==> config.mk <==
export PLATFORM = sky130hd
export DESIGN_NAME = ika_clkgen
export DESIGN_NICKNAME = d
export VERILOG_FILES = /design/src/rtl/ika_clkgen_pkg.sv /design/src/rtl/ika_clkgen_nco.sv /design/src/rtl/ika_clkgen.sv
export SDC_FILE = /design/constraint.sdc
export NUM_CORES = 1
export LEC_CHECK = 0
export BUFFER_PORTS_ARGS = -buffer_cell sky130_fd_sc_hd__buf_2
export CAP_MARGIN = 30
export CORE_MARGIN = 4
export CORE_UTILIZATION = 55
export CTS_CLUSTER_SIZE = 8
export DETAILED_ROUTE_END_ITERATION = 10
export GPL_TIMING_DRIVEN = 0
export PLACE_DENSITY = 0.72
export SETUP_SLACK_MARGIN = 0.4
export SYNTH_ARGS = -nofsm -noshare
export SYNTH_HDL_FRONTEND = slang
export SYNTH_SLANG_ARGS = --single-unit
==> constraint.sdc <==
create_clock -name i_EMUCLK -period 3.01 [get_ports i_EMUCLK]
set_input_delay 0 -clock i_EMUCLK [delete_from_list [all_inputs] [get_ports i_EMUCLK]]
set_output_delay 0 -clock i_EMUCLK [all_outputs]
set_load 0.05 [all_outputs]
==> src/rtl/ika_clkgen_pkg.sv <==
// ika_clkgen_pkg: sequencer states, hold-counter width and divider helpers for ika_clkgen
package ika_clkgen_pkg;
  typedef enum logic [1:0] {ASSERT, COUNT, ALIGN, RUN} seq_t;
  localparam int IC_CNT_W = 16;
  function automatic int unsigned clamp_den(input int unsigned den);
    return den == 0 ? 1 : den;
  endfunction
endpackage

==> src/rtl/ika_clkgen_nco.sv <==
// ika_clkgen_nco: fractional phase-accumulator divider producing the phiM clock enable
// Build option IKA_CLKGEN_RUNTIME_DIV_EN adds run-time numerator/denominator inputs.
module ika_clkgen_nco
  import ika_clkgen_pkg::*;
#(
  parameter int ACC_W   = 8,
  parameter int DIV_NUM = 1,
  parameter int DIV_DEN = 4
) (
  input  logic             clk,
  input  logic             rst_n,
  input  logic             active,
`ifdef IKA_CLKGEN_RUNTIME_DIV_EN
  input  logic [ACC_W-1:0] div_num,
  input  logic [ACC_W-1:0] div_den,
`endif
  output logic             fire,
  output logic             pcen_n
);
  logic [ACC_W-1:0] acc, acc_nx, num, den;
  logic [ACC_W:0]   sum, den_eff;
  logic             clamp;
`ifdef IKA_CLKGEN_RUNTIME_DIV_EN
  logic [ACC_W-1:0] num_q, den_q;
  logic [ACC_W:0]   den_new;
  // shadows only move on an enable edge so a period is never cut short
  always_ff @(posedge clk or negedge rst_n)
    if (!rst_n) begin
      num_q <= ACC_W'(DIV_NUM);
      den_q <= ACC_W'(DIV_DEN);
    end else if (!active || fire) begin
      num_q <= div_num;
      den_q <= div_den;
    end
  assign num     = num_q;
  assign den     = den_q;
  assign den_new = (ACC_W+1)'(clamp_den(32'(div_den)));
`else
  assign num = ACC_W'(DIV_NUM);
  assign den = ACC_W'(DIV_DEN);
`endif
  always_comb begin
    den_eff = (ACC_W+1)'(clamp_den(32'(den)));
    sum     = {1'b0, acc} + {1'b0, num};
    clamp   = {1'b0, num} >= den_eff;
    fire    = active && (clamp || sum >= den_eff);
    acc_nx  = clamp ? '0 : sum >= den_eff ? ACC_W'(sum - den_eff) : ACC_W'(sum);
`ifdef IKA_CLKGEN_RUNTIME_DIV_EN
    if (fire && {1'b0, acc_nx} >= den_new) acc_nx = '0;
`endif
  end
  always_ff @(posedge clk or negedge rst_n)
    if (!rst_n) begin
      acc    <= '0;
      pcen_n <= 1'b1;
    end else if (active) begin
      acc    <= acc_nx;
      pcen_n <= ~fire;
    end
endmodule

==> src/rtl/ika_clkgen.sv <==
// ika_clkgen: phiM/phi1 clock-enable generator and stretched phi1-aligned chip initial-clear
// Build option IKA_CLKGEN_RUNTIME_DIV_EN adds i_DIV_NUM/i_DIV_DEN run-time divider ports.
module ika_clkgen
  import ika_clkgen_pkg::*;
#(
  parameter int ACC_W   = 8,
  parameter int DIV_NUM = 1,
  parameter int DIV_DEN = 4,
  parameter int IC_HOLD = 64
) (
  input  logic             i_EMUCLK,
  input  logic             i_IC_n,
`ifdef IKA_CLKGEN_RUNTIME_DIV_EN
  input  logic [ACC_W-1:0] i_DIV_NUM,
  input  logic [ACC_W-1:0] i_DIV_DEN,
`endif
  output logic             o_phiM_PCEN_n,
  output logic             o_phi1,
  output logic             o_phi1_PCEN_n,
  output logic             o_phi1_NCEN_n,
  output logic             o_IC_n
);
  logic [1:0]          sync;
  logic                active, fire;
  seq_t                state, state_nx;
  logic [IC_CNT_W-1:0] cnt, cnt_nx;
  always_ff @(posedge i_EMUCLK or negedge i_IC_n)
    if (!i_IC_n) sync <= '0;
    else sync <= {sync[0], 1'b1};
  assign active = sync[1];
  ika_clkgen_nco #(.ACC_W(ACC_W), .DIV_NUM(DIV_NUM), .DIV_DEN(DIV_DEN)) u_nco (
    .clk    (i_EMUCLK),
    .rst_n  (i_IC_n),
    .active (active),
`ifdef IKA_CLKGEN_RUNTIME_DIV_EN
    .div_num(i_DIV_NUM),
    .div_den(i_DIV_DEN),
`endif
    .fire   (fire),
    .pcen_n (o_phiM_PCEN_n)
  );
  // phi1 and its enables are registered on the same edge as the phiM enable
  always_ff @(posedge i_EMUCLK or negedge i_IC_n)
    if (!i_IC_n) begin
      o_phi1        <= 1'b0;
      o_phi1_PCEN_n <= 1'b1;
      o_phi1_NCEN_n <= 1'b1;
    end else begin
      o_phi1        <= o_phi1 ^ fire;
      o_phi1_PCEN_n <= ~(fire & ~o_phi1);
      o_phi1_NCEN_n <= ~(fire & o_phi1);
    end
  always_comb begin
    state_nx = state;
    cnt_nx   = cnt;
    case (state)
      ASSERT: state_nx = active ? COUNT : ASSERT;
      COUNT: if (!o_phiM_PCEN_n) begin
        cnt_nx   = cnt + IC_CNT_W'(1);
        state_nx = cnt_nx == IC_CNT_W'(IC_HOLD) ? ALIGN : COUNT;
      end
      ALIGN: state_nx = !o_phi1_PCEN_n ? RUN : ALIGN;
      default: state_nx = RUN;
    endcase
  end
  always_ff @(posedge i_EMUCLK or negedge i_IC_n)
    if (!i_IC_n) begin
      state  <= ASSERT;
      cnt    <= '0;
      o_IC_n <= 1'b0;
    end else begin
      state  <= state_nx;
      cnt    <= cnt_nx;
      o_IC_n <= state_nx == RUN;
    end
endmodule

After elaboration in Yosys (flattened, before gate mapping) --
Index checks and enable logic that the tools add are counted.
Storage, ports and cells: flip-flop bits (word level) 33, bits of input ports 2, logic and storage cells 34
Operators by class: add/subtract/negate cells 3, order comparisons 1, equality and inequality tests 4, mux-type cells 6, bitwise gates (word level) 8, reductions and logical operators 3
Operators with widths (count):
- adder 16 x 1 -> 16 bit, second input constant | 1
- equality test 16 x 7 -> 1 bit, second input constant | 1
- adder 8 x 1 -> 9 bit, second input constant | 1
- >= comparator 9 x 3 -> 1 bit, second input constant | 1
- two-way mux 8 bit | 1
- subtractor 8 x 3 -> 8 bit, second input constant | 1
- one-hot mux 2 bit (3 select lines) | 1
- NOT 1 bit | 5
- equality test 2 bit, second input constant | 2
- two-way mux 2 bit | 2
- AND 1 bit | 2
- equality test 2 x 1 -> 1 bit, second input constant | 1
- zero test 2 bit | 1
- two-way mux 1 bit | 2
- AND reduction 2 bit | 1
- logical AND 1 bit | 1
- bitwise XOR 1 bit | 1

Longest topological paths before layout --
Gate-level depths: netlist of run 1.
depth in word-level cells 6, mapped depth 10

Cells and area by module --
Synthesis of run 1 repeated with hierarchy kept, for this count alone.
Second synthesis, totals: cell total of the unflattened synthesis 216, area, all modules 2078.2 µm²
Modules (own cells, without submodules):
- ika_clkgen | instances 1, cells each 119, area an instance 1263.7 µm²
- ika_clkgen_nco | instances 1, cells each 97, area an instance 814.5 µm²

Worst setup path before layout of run 1 --
Ideal clock, no wire load.
path kind register -> register, from register u_nco.acc[0], to register o_phi1, setup time 113 ps, arrival 1848 ps, setup slack 1049 ps, stages on the path, launching flop included 10, path buffers 0, period minus slack after synthesis 1961 ps, cell sequence dfrtp_1 ha_1 xor2_1 ha_1 o211ai_1 o21ai_2 nor2_1 nor2b_1 ha_1 inv_1
Between the ends: longest elaborated chain between the ends 4
Ends and longest elaborated chain:
- from (decl) | RTL line ika_clkgen_nco.sv:20 | logic [ACC_W-1:0] acc, acc_nx, num, den;
- from (signal assigned) | RTL line ika_clkgen_nco.sv:57 | acc <= acc_nx;
- adder 8 x 1 -> 9 bit | RTL line ika_clkgen_nco.sv:44 | sum = {1'b0, acc} + {1'b0, num};
- >= comparator 9 x 3 -> 1 bit | RTL line ika_clkgen_nco.sv:46 | fire = active && (clamp || sum >= den_eff);
- logical AND 1 bit | RTL line ika_clkgen_nco.sv:46
- bitwise XOR 1 bit | RTL line ika_clkgen.sv:49 | o_phi1 <= o_phi1 ^ fire;
- to (signal assigned) | RTL line ika_clkgen.sv:49
- to (decl) | RTL line ika_clkgen.sv:18 | output logic o_phi1,
No other way between the ends. A chain may end at the register's enable or synchronous reset.

Worst setup path after layout of run 1 --
Same ends and word-level chain as after synthesis.

==> results of run 1 <==
per-layer routing:
metal / vias to the layer above / share of wire [%] / track usage, %
li1: 698 / - / -
met1: 719 / 39 / 22.6
met2: 39 / 54 / 34.8
met3: 8 / 5.1 / 4.99
met4: 0 / 1.6 / 6.84
met5: - / 0 / 0
worst paths after layout:
path,start,end,slack (ns),cells past startpoint
worst min-delay path,i_IC_n,o_phi1,0.23,2
max in group asynchronous,i_IC_n,cnt[11],2.28,2
min in group i_EMUCLK,sync[0],sync[1],0.35,0
worst max-delay path,u_nco.acc[0],o_phi1,0.67,9
worst min register to register,sync[0],sync[1],0.35,0
worst max register to register,u_nco.acc[0],o_phi1,0.67,9
metrics by stage:
step	cell area [sq um]	hold WS, ns	setup slack [ns]	power, mW	utilization, %
after CTS	2140	0.259	0.686	1.92	63.2
after global placement	2050	0.0809	0.813	1.49	60.4
after global routing	2140	0.288	0.526	2.06	63.2
final	2140	0.233	0.674	1.91	63.2
after detailed placement	2050	0.0996	0.715	1.57	60.4
after floorplan	1960	-0.296	1.05	1.37	-
flip-flops by register name, summed over array words and instances (netlist names):
| signal | count |
|---|---|
| u_nco.acc | 8 |
| o_phi1_PCEN_n | 1 |
| o_IC_n | 1 |
| sync | 2 |
| o_phi1 | 1 |
| o_phi1_NCEN_n | 1 |
| cnt | 16 |
| u_nco.pcen_n | 1 |
| state | 2 |
what timing repair did:
item,4_1_cts,5_1_grt
resized for setup,0,0
endpoints found under the hold margin,30,0
hold buffers,1,0
power breakdown:
part	total, mW	switching (mW)	leakage [nW]	internal (mW)
sequential	0.728	0.150	0.405	0.579
clock	0.341	0.165	0.0414	0.176
combinational	0.836	0.486	0.510	0.350
total	1.91	0.801	0.957	1.10
cell type report:
cell class,count,area (sq um)
well taps,46,57.6
inverters,13,48.8
flip-flops and latches,33,830
multi-input cells,138,1030
plain buffers,8,55.1
clock buffers,5,37.5
repair buffers,7,40.0
fillers,280,1250
clock inverters,3,46.3
synth_stat cells, drive strengths merged, types with 2 or more instances:
| cell | instances | area share (%) |
|---|---|---|
| clkbuf | 3 | 0.64 |
| o21ai | 5 | 1.5 |
| xnor2 | 18 | 8.0 |
| mux2 | 5 | 3.1 |
| xor2 | 7 | 4.5 |
| a211o | 2 | 0.89 |
| nand3b | 2 | 1.4 |
| nand2 | 13 | 2.5 |
| nor3 | 3 | 1.0 |
| nor2 | 10 | 1.9 |
| a31oi | 4 | 1.3 |
| dfstp | 3 | 4.0 |
| nand4 | 8 | 2.6 |
| a21oi | 6 | 1.7 |
| o211ai | 2 | 0.77 |
| nand2b | 3 | 0.96 |
| and3 | 6 | 1.9 |
| nand3 | 16 | 4.8 |
| o22ai | 2 | 0.96 |
| buf | 5 | 2.2 |
| mux2i | 3 | 1.5 |
| ha | 6 | 3.8 |
| or2 | 3 | 0.96 |
| and4 | 3 | 1.6 |
| dfrtp | 30 | 38 |
| inv | 13 | 2.5 |
logic make-up (layout without fill, tap and decap cells):
group                      after synthesis  after routing  share of synthesized area (%)
muxes                                    8              8                           4.59
and+or+nand+nor                         71             71                           21.4
adders and majority gates                6              6                           3.83
DFF                                     33             33                           42.3
AOI/OAI and AO/OA                       27             27                           9.89
other                                    1              1                          0.191
xor gates and xnor gates                25             25                           12.5
buffers and inverters                   21             36                           5.30
placed cells by master (no fill, tap or decap), types with 2 or more instances in the layout:
| cell | instances |
|---|---|
| nand2_1 | 13 |
| ha_1 | 6 |
| and4_4 | 2 |
| o211ai_1 | 2 |
| dfstp_2 | 3 |
| clkbuf_4 | 5 |
| clkbuf_1 | 2 |
| buf_6 | 3 |
| mux2_2 | 4 |
| or2_2 | 2 |
| nand3_2 | 3 |
| buf_2 | 7 |
| nor2_1 | 10 |
| xnor2_1 | 18 |
| a211o_1 | 2 |
| and3_1 | 6 |
| inv_1 | 13 |
| nand4_1 | 8 |
| o21ai_0 | 3 |
| dfrtp_1 | 30 |
| nand2b_1 | 3 |
| nor3_1 | 2 |
| a21oi_1 | 5 |
| nand3_1 | 13 |
| xor2_1 | 5 |
| mux2i_1 | 3 |
| a31oi_1 | 4 |
critical path, stage by stage, from the launching register on:
cell and delay (ns):
dfrtp_1 0.50, ha_1 0.35, xor2_1 0.21, ha_1 0.20
o211ai_1 0.14, o21ai_2 0.15, nor2_1 0.27, nor2b_1 0.11
ha_1 0.28, inv_1 0.03
==> results_dict.tcl, run 1 <==
set metrics [dict create \
    die_h_um 67.7 \
    nNetsFinal 214 \
    async_reset_ff_share_pct 100 \
    layoutNonFillerInstCount 253 \
    ys.flop_type "dfrtp_1" \
    setup_viol 0 \
    n_antenna_cell 0 \
    end_kind "flop" \
    finalWirelength_mm 3.72 \
    cts_root_buffer "clkbuf_4" \
    grt_pass1_vias 1443 \
    vias_per_cell 5.79 \
    ys_seq_area_share_pct 42.3 \
    place_inst 244 \
    fin_skew_ns 0.0166 \
    rsz0062_at_grt "false" \
    drtIter0Drc 150 \
    syn-num-nets 200 \
    post-route-period-util_pct 77.6 \
    cp_data_required_time_ns 3.27 \
    crit_path_start_kind "flop" \
    grt.total_usage_pct 19.5 \
    fin_crit_ns 2.34 \
    coreArea_sq_um 3390 \
    drive_gt1_share_pct 20.3 \
    syn_to_final_growth_pct 9.25 \
    worst_pin_slew_ns 0.745 \
    ir_worst_vdd_v 0.000337 \
    hold_viol 0 \
    syn_avg_cell_area_sq_um 10.2 \
    row_count 21 \
    gp_congestion 0.781 \
    crit_fanout 8 \
    numCtsBuffers 5 \
    detail-route-antenna-nets 0 \
    ios 7 \
    cts_setup_buffers 0 \
    cp.arrival_ns 2.60 \
    p_leak_nw 0.957 \
    path_class "flop to flop" \
    relSlewSlack_pct 50.3 \
    place.detailed.hpwl_mm 2.70 \
    grt_pass1_wl_mm 6.54 \
    yosysWarnings 0 \
    maxCapViolCount 0 \
    syn-cell-area_sq_um 1960 \
    fmax_mhz 428 \
    die_w_um 67.7 \
    vias 1464 \
    fin_setup_tns_ns 0 \
    overflow 0 \
    ys_types 52 \
    start_util_pct 57.8 \
    dr.pass1.iters 4 \
    clock_latency_ns 0.35 \
    tritoncts "yes" \
    die_area_sq_um 4580 \
    min_path_type "input port to asynchronous set/reset pin" \
    drc_errors 0 \
    io_buffer_count 6 \
    slew_viol_final 0 \
    ys_ff_latch 33 \
    power_density_nw_per_um2 890 \
    htree_levels 2 \
    wl_per_cell_um 14.7 \
    outcome "finished clean" \
    grt_start_max_net_pins 34 \
    postSynthCellCount 192 \
    cts_sinks 33 \
    synth_edf_count 0 \
    antenna_found_initial 0 \
    clk_pin_slew_worst_paths_ns 0.12 \
    clock_path_buffers 2 \
]
(Power assumes the default switching activity.)
==> run 2, diff against run 1 <==
--- a/config.mk
+++ b/config.mk
@@ -12,7 +12,7 @@
 export CTS_CLUSTER_SIZE = 8
 export DETAILED_ROUTE_END_ITERATION = 10
 export GPL_TIMING_DRIVEN = 0
-export PLACE_DENSITY = 0.72
+export PLACE_DENSITY = 0.75
 export SETUP_SLACK_MARGIN = 0.4
 export SYNTH_ARGS = -nofsm -noshare
 export SYNTH_HDL_FRONTEND = slang
==> constraint.sdc (replaced) <==
create_clock -name i_EMUCLK -period 2.05 [get_ports i_EMUCLK]
set_input_delay 0 -clock i_EMUCLK [delete_from_list [all_inputs] [get_ports i_EMUCLK]]
set_output_delay 0 -clock i_EMUCLK [all_outputs]
set_load 0.05 [all_outputs]
==> results_dict.tcl, run 2 (same netlist as run 1, synthesis figures left out) <==
set metrics [dict create \
    fin_setup_tns_ns 0 \
    r2r_slack_ns 0.08 \
    grt_pass1_wl_mm 7.34 \
    detail-route-antenna-nets 0 \
    crit_fanout 6 \
    drive_gt1_share_pct 40.9 \
    die_h_um 67.7 \
    place.detailed.hpwl_mm 2.58 \
    clock_path_buffers 2 \
    post-route-period-util_pct 95.9 \
    vias 1588 \
    post-route-util_pct 74.3 \
    worst_slack_ns 0.0831 \
    mostFrequentLayoutCells "dfrtp_1, buf_4, xnor2_1, nand2_1, inv_1" \
    path_class "flop to flop" \
    largest_register "cnt" \
    syn_to_final_growth_pct 28.5 \
    ios 7 \
    slew_viol_final 0 \
    gp_congestion 0.795 \
    crit_path_start_kind "flop" \
    vias_per_cell 5.75 \
    start_util_pct 57.8 \
    die_area_sq_um 4580 \
    dp_slack_ns 0.0844 \
    timing.rr.end "o_phi1" \
    largest_reg_flops 16 \
    cts_sinks 33 \
    die_w_um 67.7 \
    holdWs_ns 0.235 \
    drtIter0Drc 96 \
    multi_input_comb_area_sq_um 1220 \
    ff_latch_area_sq_um 838 \
    cts_root_buffer "clkbuf_4" \
    cp_data_required_time_ns 2.30 \
    cp.arrival_ns 2.22 \
    grt_pass1_vias 1654 \
    end_kind "flop" \
    dr.pass1.iters 4 \
    io_buffer_count 6 \
    hold_viol 0 \
    coreArea_sq_um 3390 \
    timing.rr.start "u_nco.acc[0]" \
    fill_cells 217 \
    rsz0062_at_grt "true" \
    power_density_nw_per_um2 1300 \
    row_count 21 \
    design_power_total_mw 3.29 \
    wl_per_cell_um 15.9 \
    final_common_cell "dfrtp_1" \
    ir_worst_vdd_v 0.000520 \
    fin_crit_ns 1.97 \
    antenna_found_initial 0 \
    reg_top3 "cnt (16), u_nco.acc (8)" \
    maxCapViolCount 0 \
    setup_viol 0 \
    min_path_type "input port to asynchronous set/reset pin" \
    p_leak_nw 1.09 \
    drc_errors 0 \
    overflow 0 \
    r2r_cells 9 \
    n_antenna_cell 0 \
    nNetsFinal 237 \
    fmax_mhz 508 \
    outcome "finished clean" \
    grt.total_usage_pct 21.8 \
    worst_pin_slew_ns 0.730 \
    clock_latency_ns 0.34 \
    tritoncts "yes" \
    relSlewSlack_pct 51.3 \
    grt_start_max_net_pins 34 \
    fin_skew_ns 0.0147 \
    numCtsBuffers 5 \
    clk_pin_slew_worst_paths_ns 0.12 \
    htree_levels 2 \
    finalWirelength_mm 4.40 \
]
-- run 2: cell types whose count changed in the layout (fill, tap and decap cells not counted), sizes merged --
| cell | previous run | this run |
|---|---|---|
| buf | 11 | 34 |
-- run 2: repair_timing --
item / 4_1_cts / 5_1_grt
setup endpoints to repair: 17 / 15
gates resized for setup: 18 / 14
pin swaps: 11 / 8
setup buffers: 17 / 6
hold buffers: 1 / 0
endpoints found under the hold margin: 30 / 0
-- run 2: cell type report --
| cell class | count | share of cell area, % |
|---|---|---|
| well taps | 46 | 2.28 |
| plain buffers | 8 | 2.18 |
| flip-flops and latches | 33 | 33.3 |
| inverters | 13 | 1.94 |
| clock inverters | 3 | 1.84 |
| repair buffers | 30 | 8.74 |
| multi-input cells | 138 | 48.3 |
| clock buffers | 5 | 1.49 |
-- run 2: layer usage --
layer | track usage [%] | up-vias | wire (um)
li1 | - | 747 | -
met1 | 23.7 | 788 | 1870
met2 | 40.2 | 36 | 2260
met3 | 5.32 | 17 | 155
met4 | 8.61 | 0 | 103
met5 | 0 | - | 0
-- run 2: worst max-delay path by stage --
stage	startpoint	endpoint	slack (ns)	depth (start not counted)
floorplan	u_nco.acc[0]	o_phi1	0.26	9
global placement	u_nco.acc[0]	o_phi1	0.11	9
detailed placement	u_nco.acc[4]	o_phi1	0.08	9
CTS	u_nco.acc[0]	o_phi1	0.17	9
global route	u_nco.acc[0]	o_phi1	-0.004	9
finish	u_nco.acc[0]	o_phi1	0.08	9
-- run 2: critical path, stage by stage, from the launching register on --
cell and delay, ns:
dfrtp_2 0.49, ha_4 0.21, xor2_2 0.18, ha_2 0.17, o211ai_1 0.17, o21ai_4 0.15
nor2_4 0.15, nor2b_2 0.06, ha_1 0.27, inv_1 0.03
-- run 2: power by group --
part	total, mW	switching (mW)	internal, mW
clock	0.497	0.239	0.258
combinational	1.69	0.917	0.777
sequential	1.10	0.238	0.857
total	3.29	1.39	1.89
-- run 2: stage by stage --
stage                     std cells  area (sq um)
after floorplan                 192          2030
after global placement          244          2110
after detailed placement        244          2110
after CTS                       270          2420
after global routing            276          2520
final                           276          2520
